===== src/rtl/branch_resolve_scoreboard.sv =====
// branch_resolve_scoreboard: in-order queue of branch predictions, resolved against actual outcomes
// to produce registered predictor training updates and saturating accuracy counters.
module branch_resolve_scoreboard #(
  parameter int IP_W  = 64,
  parameter int DEPTH = 8,
  parameter int CNT_W = 32
) (
  input  logic                       clk,
  input  logic                       reset,
  input  logic                       pred_valid,
  input  logic [IP_W-1:0]            pred_ip,
  input  logic                       pred_taken,
  output logic                       pred_ready,
  input  logic                       res_valid,
  input  logic                       res_taken,
  input  logic                       flush,
  input  logic                       clr_cnt,
  output logic                       upd_valid,
  output logic [IP_W-1:0]            upd_ip,
  output logic                       upd_taken,
  output logic                       upd_mispredict,
  output logic [CNT_W-1:0]           inst_cnt,
  output logic [CNT_W-1:0]           mispred_cnt,
  output logic [$clog2(DEPTH):0]     occupancy,
  output logic                       full,
  output logic                       empty,
  output logic                       underflow_err
);
  localparam int AW = $clog2(DEPTH);
  localparam int OW = AW + 1;
  logic [IP_W:0]     mem_q [DEPTH];
  logic [AW-1:0]     wr_q, wr_d, rd_q, rd_d;
  logic [OW-1:0]     occ_q, occ_d;
  logic              upd_valid_q, upd_valid_d, upd_taken_q, upd_taken_d, upd_mis_q, upd_mis_d;
  logic [IP_W-1:0]   upd_ip_q, upd_ip_d;
  logic [CNT_W-1:0]  inst_q, inst_d, mis_q, mis_d, inst_b, mis_b;
  logic              uflow_q, uflow_d;
  logic              push, pop, mis_hit;
  logic [IP_W:0]     head;
  assign full       = occ_q == OW'(DEPTH);
  assign empty      = occ_q == '0;
  assign pred_ready = !full;
  assign push       = pred_valid && !full && !flush;
  assign pop        = res_valid && !empty && !flush;
  assign head       = mem_q[rd_q];
  assign mis_hit    = head[0] ^ res_taken;
  always_comb begin
    occ_d       = flush ? '0 : occ_q + OW'(push) - OW'(pop);
    wr_d        = flush ? '0 : wr_q + AW'(push);
    rd_d        = flush ? '0 : rd_q + AW'(pop);
    upd_valid_d = pop;
    upd_ip_d    = pop ? head[IP_W:1] : upd_ip_q;
    upd_taken_d = pop ? res_taken : upd_taken_q;
    upd_mis_d   = pop ? mis_hit : upd_mis_q;
    inst_b      = clr_cnt ? '0 : inst_q;
    mis_b       = clr_cnt ? '0 : mis_q;
    // a pop coinciding with clr_cnt still counts on top of the cleared value
    inst_d      = inst_b + CNT_W'(pop && !(&inst_b));
    mis_d       = mis_b + CNT_W'(pop && mis_hit && !(&mis_b));
    uflow_d     = uflow_q | (res_valid && empty && !flush);
  end
  always_ff @(posedge clk)
    if (push) mem_q[wr_q] <= {pred_ip, pred_taken};
  always_ff @(posedge clk or posedge reset)
    if (reset) begin
      wr_q        <= '0;
      rd_q        <= '0;
      occ_q       <= '0;
      upd_valid_q <= 1'b0;
      upd_ip_q    <= '0;
      upd_taken_q <= 1'b0;
      upd_mis_q   <= 1'b0;
      inst_q      <= '0;
      mis_q       <= '0;
      uflow_q     <= 1'b0;
    end else begin
      wr_q        <= wr_d;
      rd_q        <= rd_d;
      occ_q       <= occ_d;
      upd_valid_q <= upd_valid_d;
      upd_ip_q    <= upd_ip_d;
      upd_taken_q <= upd_taken_d;
      upd_mis_q   <= upd_mis_d;
      inst_q      <= inst_d;
      mis_q       <= mis_d;
      uflow_q     <= uflow_d;
    end
  assign upd_valid      = upd_valid_q;
  assign upd_ip         = upd_ip_q;
  assign upd_taken      = upd_taken_q;
  assign upd_mispredict = upd_mis_q;
  assign inst_cnt       = inst_q;
  assign mispred_cnt    = mis_q;
  assign occupancy      = occ_q;
  assign underflow_err  = uflow_q;
endmodule


===== config.mk =====
export PLATFORM = sky130hd
export DESIGN_NAME = branch_resolve_scoreboard
export DESIGN_NICKNAME = d
export VERILOG_FILES = /design/src/rtl/branch_resolve_scoreboard.sv
export SDC_FILE = /design/constraint.sdc
export NUM_CORES = 1
export LEC_CHECK = 0
export CAP_MARGIN = 20
export CORE_MARGIN = 2
export CORE_UTILIZATION = 52
export DETAILED_ROUTE_END_ITERATION = 10
export PLACE_DENSITY = 0.75
export SLEW_MARGIN = 30
export SYNTH_ARGS = -nofsm -noshare
export SYNTH_HDL_FRONTEND = slang
export SYNTH_SLANG_ARGS = --single-unit

===== constraint.sdc =====
create_clock -name clk -period 5.9 [get_ports clk]
set_input_delay 1.18 -clock clk [delete_from_list [all_inputs] [get_ports clk]]
set_output_delay 1.18 -clock clk [all_outputs]
set_load 0.005 [all_outputs]

==> results.md <==
- The run finished with clean final reports.
- The worst setup path is captured at a register.
- In the layout the commonest cells are 520 x sky130_fd_sc_hd__edfxtp_1, 209 x sky130_fd_sc_hd__clkdlybuf4s50_1, 139 x sky130_fd_sc_hd__dfrtp_1.
- The via total after detailed routing is 13500.
- The routed wire length is 54300 microns.
- The layout has 3326 filler cells.
- The largest single stage delay on the critical path is 700 ps.
- The most common flop cell mapped by yosys is sky130_fd_sc_hd__edfxtp_1.
- The CTS H-tree depth is 3.
- Of all flip-flops after synthesis, the portion carrying an async set or reset was 21.5%.
- The slowest library cell on the worst path is sky130_fd_sc_hd__or4_1.
- The worst vdd rail ir drop is 0.000292 V.
- The total of hold buffers inserted after clock tree synthesis is 0.
- The cell family contributing the most delay on the critical path is simple AND/OR/NAND/NOR gates.
- The simple-gate share of the synthesized area is 5.51%.
- The count of pins on the block boundary is 211.
- In the final timing run, aggregate negative setup slack is 0 ps.
- The average detailed-routed wire length per instance is 23.2 microns.
- The number of buffers added for setup after CTS is 0.
- Of the total power, the clock network draws 37.0%.
- The number of global-route vias before repair is 14000.
- The synthesized flop and latch total is 662.
- The tightest min-delay check is of the reg2reg type.
- The static power due to leakage is 10.1 nW.
- The detailed-routing wirelength on met1 is 22000 microns.
- The number of distinct library cells after synthesis is 42.
- Relative to the synthesized area, the layout overhead comes to 20.6%.
- The internal cell power is 0.00892 W.
- Power spread over the standard cell area amounts to 375 nW/um^2.
- Synthesis produced a netlist with a net count of 1478.
- The critical path's most frequent cell is sky130_fd_sc_hd__or4_1.
- The library cell used as clock root buffer is sky130_fd_sc_hd__clkbuf_16.
- Entering global routing, the biggest net connects around 80 pins.
- The worst setup slack for register-to-register paths is 2110 ps.
- STA puts the critical path data required time at 6400 ps.
- In the global route stage, overall resource usage came out at 21.7%.
- Of the total synthesized cell area, the portion taken by XOR and XNOR cells is 1.09%.
- In this run the mean area of a mapped cell was 18.5 sq um.
- In this run the worst path has a maximum fanout of 19.
- The die covers slightly above 50000 sq um.
- The power share of the combinational group is 14.9%.
- For this run, the detailed router's first-pass iteration total came to 5.
- The clock sink count is 662.
- The most common library cell in the layout ignoring fill and taps is sky130_fd_sc_hd__edfxtp_1.
- At the end of routability-driven placement, the weighted congestion stood at 0.848.
- Wire segments on met2 add up to ~28000 microns in the final route.
- The routed length on met3 is 3390 microns.
- The topmost layer with routed signal wires is met5.
- The transition time of the tightest slew-check pin is between 900 and 1000 ps.
- In this run, CTS created clock tree buffers numbering 68.
- Of the available clock period, the critical path in the final layout requires about two thirds.
- The hold violation total from the final report is 0.
- The launching element type of the critical path is an input pin.
- The fraction of final layout cells with drive strength greater than 1 is 16.8%.
- The global-route wire length before repair is 82600 microns.
- The count of nets left with antenna violations once routing finished came out at 0.
- After detailed routing, the number of remaining DRC violations is 0.
- The worst path needs 3930 ps of the cycle, external delays included.
- The fraction of power spent switching nets is a little under a quarter.
- The sequential element share of the synthesized area is 74.4%.
- Final hold analysis gives a worst-case slack of 470 ps.
- Setup violations remaining at the end of the flow were counted as 0.
- The part of the power in registers is 48.2%.
- The fraction of the mapped netlist area in adder cells is 0.757%.
- The core footprint is 49000 sq um.
- TritonCTS built the clock tree.
- Once the clock tree was built, the resizer swapped 0 gates to a different size.
- The effective utilization at floorplan is 52.6%.
- The worst setup skew after layout is 24.4 ps.
- The worst-case clock buffer depth is 3.
- The number of buffers and inverters on the critical path is 1.
- The cell count after synthesis came out at 1391.
- Input and output buffers added on the ports amount to 210.
- The mux share of post-synthesis cell area is between 10 and 15%.
- The floorplan has 81 rows.
- The category of the critical setup timing path is in2reg.
- Setup repair after global routing left no endpoint under its margin.
- The synthesized netlist occupies a cell area of between 20000 and 30000 sq um.
- Based on the critical path, the design can be clocked at up to 254 MHz.
- The max-slew violation count is 0.
- The signal on the critical path passes through clkdlybuf4s50_1, nor3b_2, o31a_1, ha_1, nand4b_1, or4_1, or4_1, a21oi_1.
- The wire-length estimate of the detail-placed layout is a little over 30000 microns.
- The total congestion overflow is 0.
- The number of max-cap violations is 0.
- The net count of the finished layout is 1713.
- Measured along the y axis, the die boundary spans 227 microns.
- The violation count after the first detailed-routing iteration is between 1000 and 1500.
- Data on the critical path arrives at its endpoint at around 4400 ps.
- The detail-routed via count per cell is 5.76.
- The net switching power is 0.00274 W.
- The number of antenna violations at the first check in global routing is 5.
- Measured against its own limit, the worst slew margin works out to 35.8%.
- At the later pin of the worst-skew pair, clock insertion delay measures ~600 ps.
- Yosys mapped a number of flops with a built-in enable equal to 520.
- The floorplan step set the die width to 227 microns.
- By area, the combinational part of the netlist is dominated by multiplexers.
- The synthesized netlist devotes 2.77% of its cell area to compound gates.
- The Yosys step of the flow raised 0 warnings.
- The clock transition time at the flip-flop clock pins of the worst setup and hold paths is 60 ps.
[kinds of logic after synthesis]
kind of cell,after synthesis
mux,200
compound gates,128
simple gates,266
xor+xnor,32
fa+ha+maj,15
flops,662
buf+inv,88
[layer usage]
layer / global-route usage [%] / vias to the layer above
met3: 4.63 / 98
met5: 0 / -
met4: 6.07 / 8
li1: - / 6009
met1: 28.6 / 6982
met2: 36.8 / 423
[worst paths after layout]
check,from,end,cells past startpoint
max in group asynchronous,reset,rd_q[0],3
setup reg to reg,rd_q[0],mispred_cnt[28],10
setup / recovery,flush,inst_cnt[21],8
min in group asynchronous,reset,upd_ip[60],2
hold / removal,underflow_err,underflow_err,1
hold reg to reg,underflow_err,underflow_err,1
[power by group through the flow]
stage                     registers, W  logic, W  clock network, W
after floorplan                0.00563  0.000923                 0
after global placement         0.00570   0.00172                 0
after detailed placement       0.00571   0.00175                 0
after CTS                      0.00563   0.00177           0.00439
after global routing           0.00566   0.00190           0.00457
final                          0.00562   0.00173           0.00431
[Yosys cell counts (7+ instances only)]
library cell               instances  share of area, %
sky130_fd_sc_hd__clkbuf_1         43              0.63
sky130_fd_sc_hd__and4_1            8              0.27
sky130_fd_sc_hd__buf_2            14              0.27
sky130_fd_sc_hd__o21ai_0           7              0.14
sky130_fd_sc_hd__inv_1            16              0.23
sky130_fd_sc_hd__nand3_1          19              0.37
sky130_fd_sc_hd__ha_1             14              0.68
sky130_fd_sc_hd__edfxtp_1        520                61
sky130_fd_sc_hd__or4_1            23              0.67
sky130_fd_sc_hd__mux2i_1          65               2.5
sky130_fd_sc_hd__nand4_1          24              0.58
sky130_fd_sc_hd__nand2_1          23              0.34
sky130_fd_sc_hd__o31ai_1          22              0.64
sky130_fd_sc_hd__xnor2_1          19              0.65
sky130_fd_sc_hd__nor2_1          100               1.5
sky130_fd_sc_hd__mux4_2          130                11
sky130_fd_sc_hd__nand2b_1         11              0.27
sky130_fd_sc_hd__dfrtp_1         142                14
sky130_fd_sc_hd__a21oi_1          94               1.8
sky130_fd_sc_hd__xor2_1           13              0.44
sky130_fd_sc_hd__buf_1            14              0.20
sky130_fd_sc_hd__nor2b_1          19              0.46
[layout make-up]
class                           count  area, sq um  share of cell area, %
Tap cell                          664          831                   2.67
Antenna cell                        3         7.51                 0.0242
Clock buffer                      100         1990                   6.42
Inverter                           16         65.1                  0.209
Timing Repair Buffer              237         2400                   7.73
Clock inverter                     23          283                  0.910
Multi-Input combinational cell    641         6320                   20.3
Sequential cell                   662        19200                   61.7
[per-stage QoR]
| step | power, W | std cells | setup slack [ps] | utilization (%) | area (sq um) |
|---|---|---|---|---|---|
| after CTS | 0.0118 | 2343 | 1940 | 63.5 | 31100 |
| after global routing | 0.0121 | 2344 | 1740 | 63.5 | 31100 |
| after detailed placement | 0.00746 | 2220 | 1310 | 58.8 | 28800 |
| after floorplan | 0.00655 | 1391 | 910 | - | 25800 |
| after global placement | 0.00742 | 2220 | 1420 | 58.8 | 28800 |
| final | 0.0117 | 2346 | 1970 | 63.5 | 31100 |
[state kept, by name, summed over array words and instances (netlist names), 3 cells and up]
register and count:
inst_cnt 32, mem_q 520, mispred_cnt 32, occupancy 4, rd_q 3, upd_ip 64
wr_q 3
[worst register-to-register path: stages, from the launching register on]
cell,delay [ps]
sky130_fd_sc_hd__dfrtp_4,950
sky130_fd_sc_hd__mux4_2,600
sky130_fd_sc_hd__mux2i_1,170
sky130_fd_sc_hd__xnor2_1,170
sky130_fd_sc_hd__and3_1,190
sky130_fd_sc_hd__ha_1,190
sky130_fd_sc_hd__ha_1,260
sky130_fd_sc_hd__and4_1,290
sky130_fd_sc_hd__nand2_1,230
sky130_fd_sc_hd__or4_1,520
sky130_fd_sc_hd__a21oi_1,150
(Power assumes the default switching activity.)
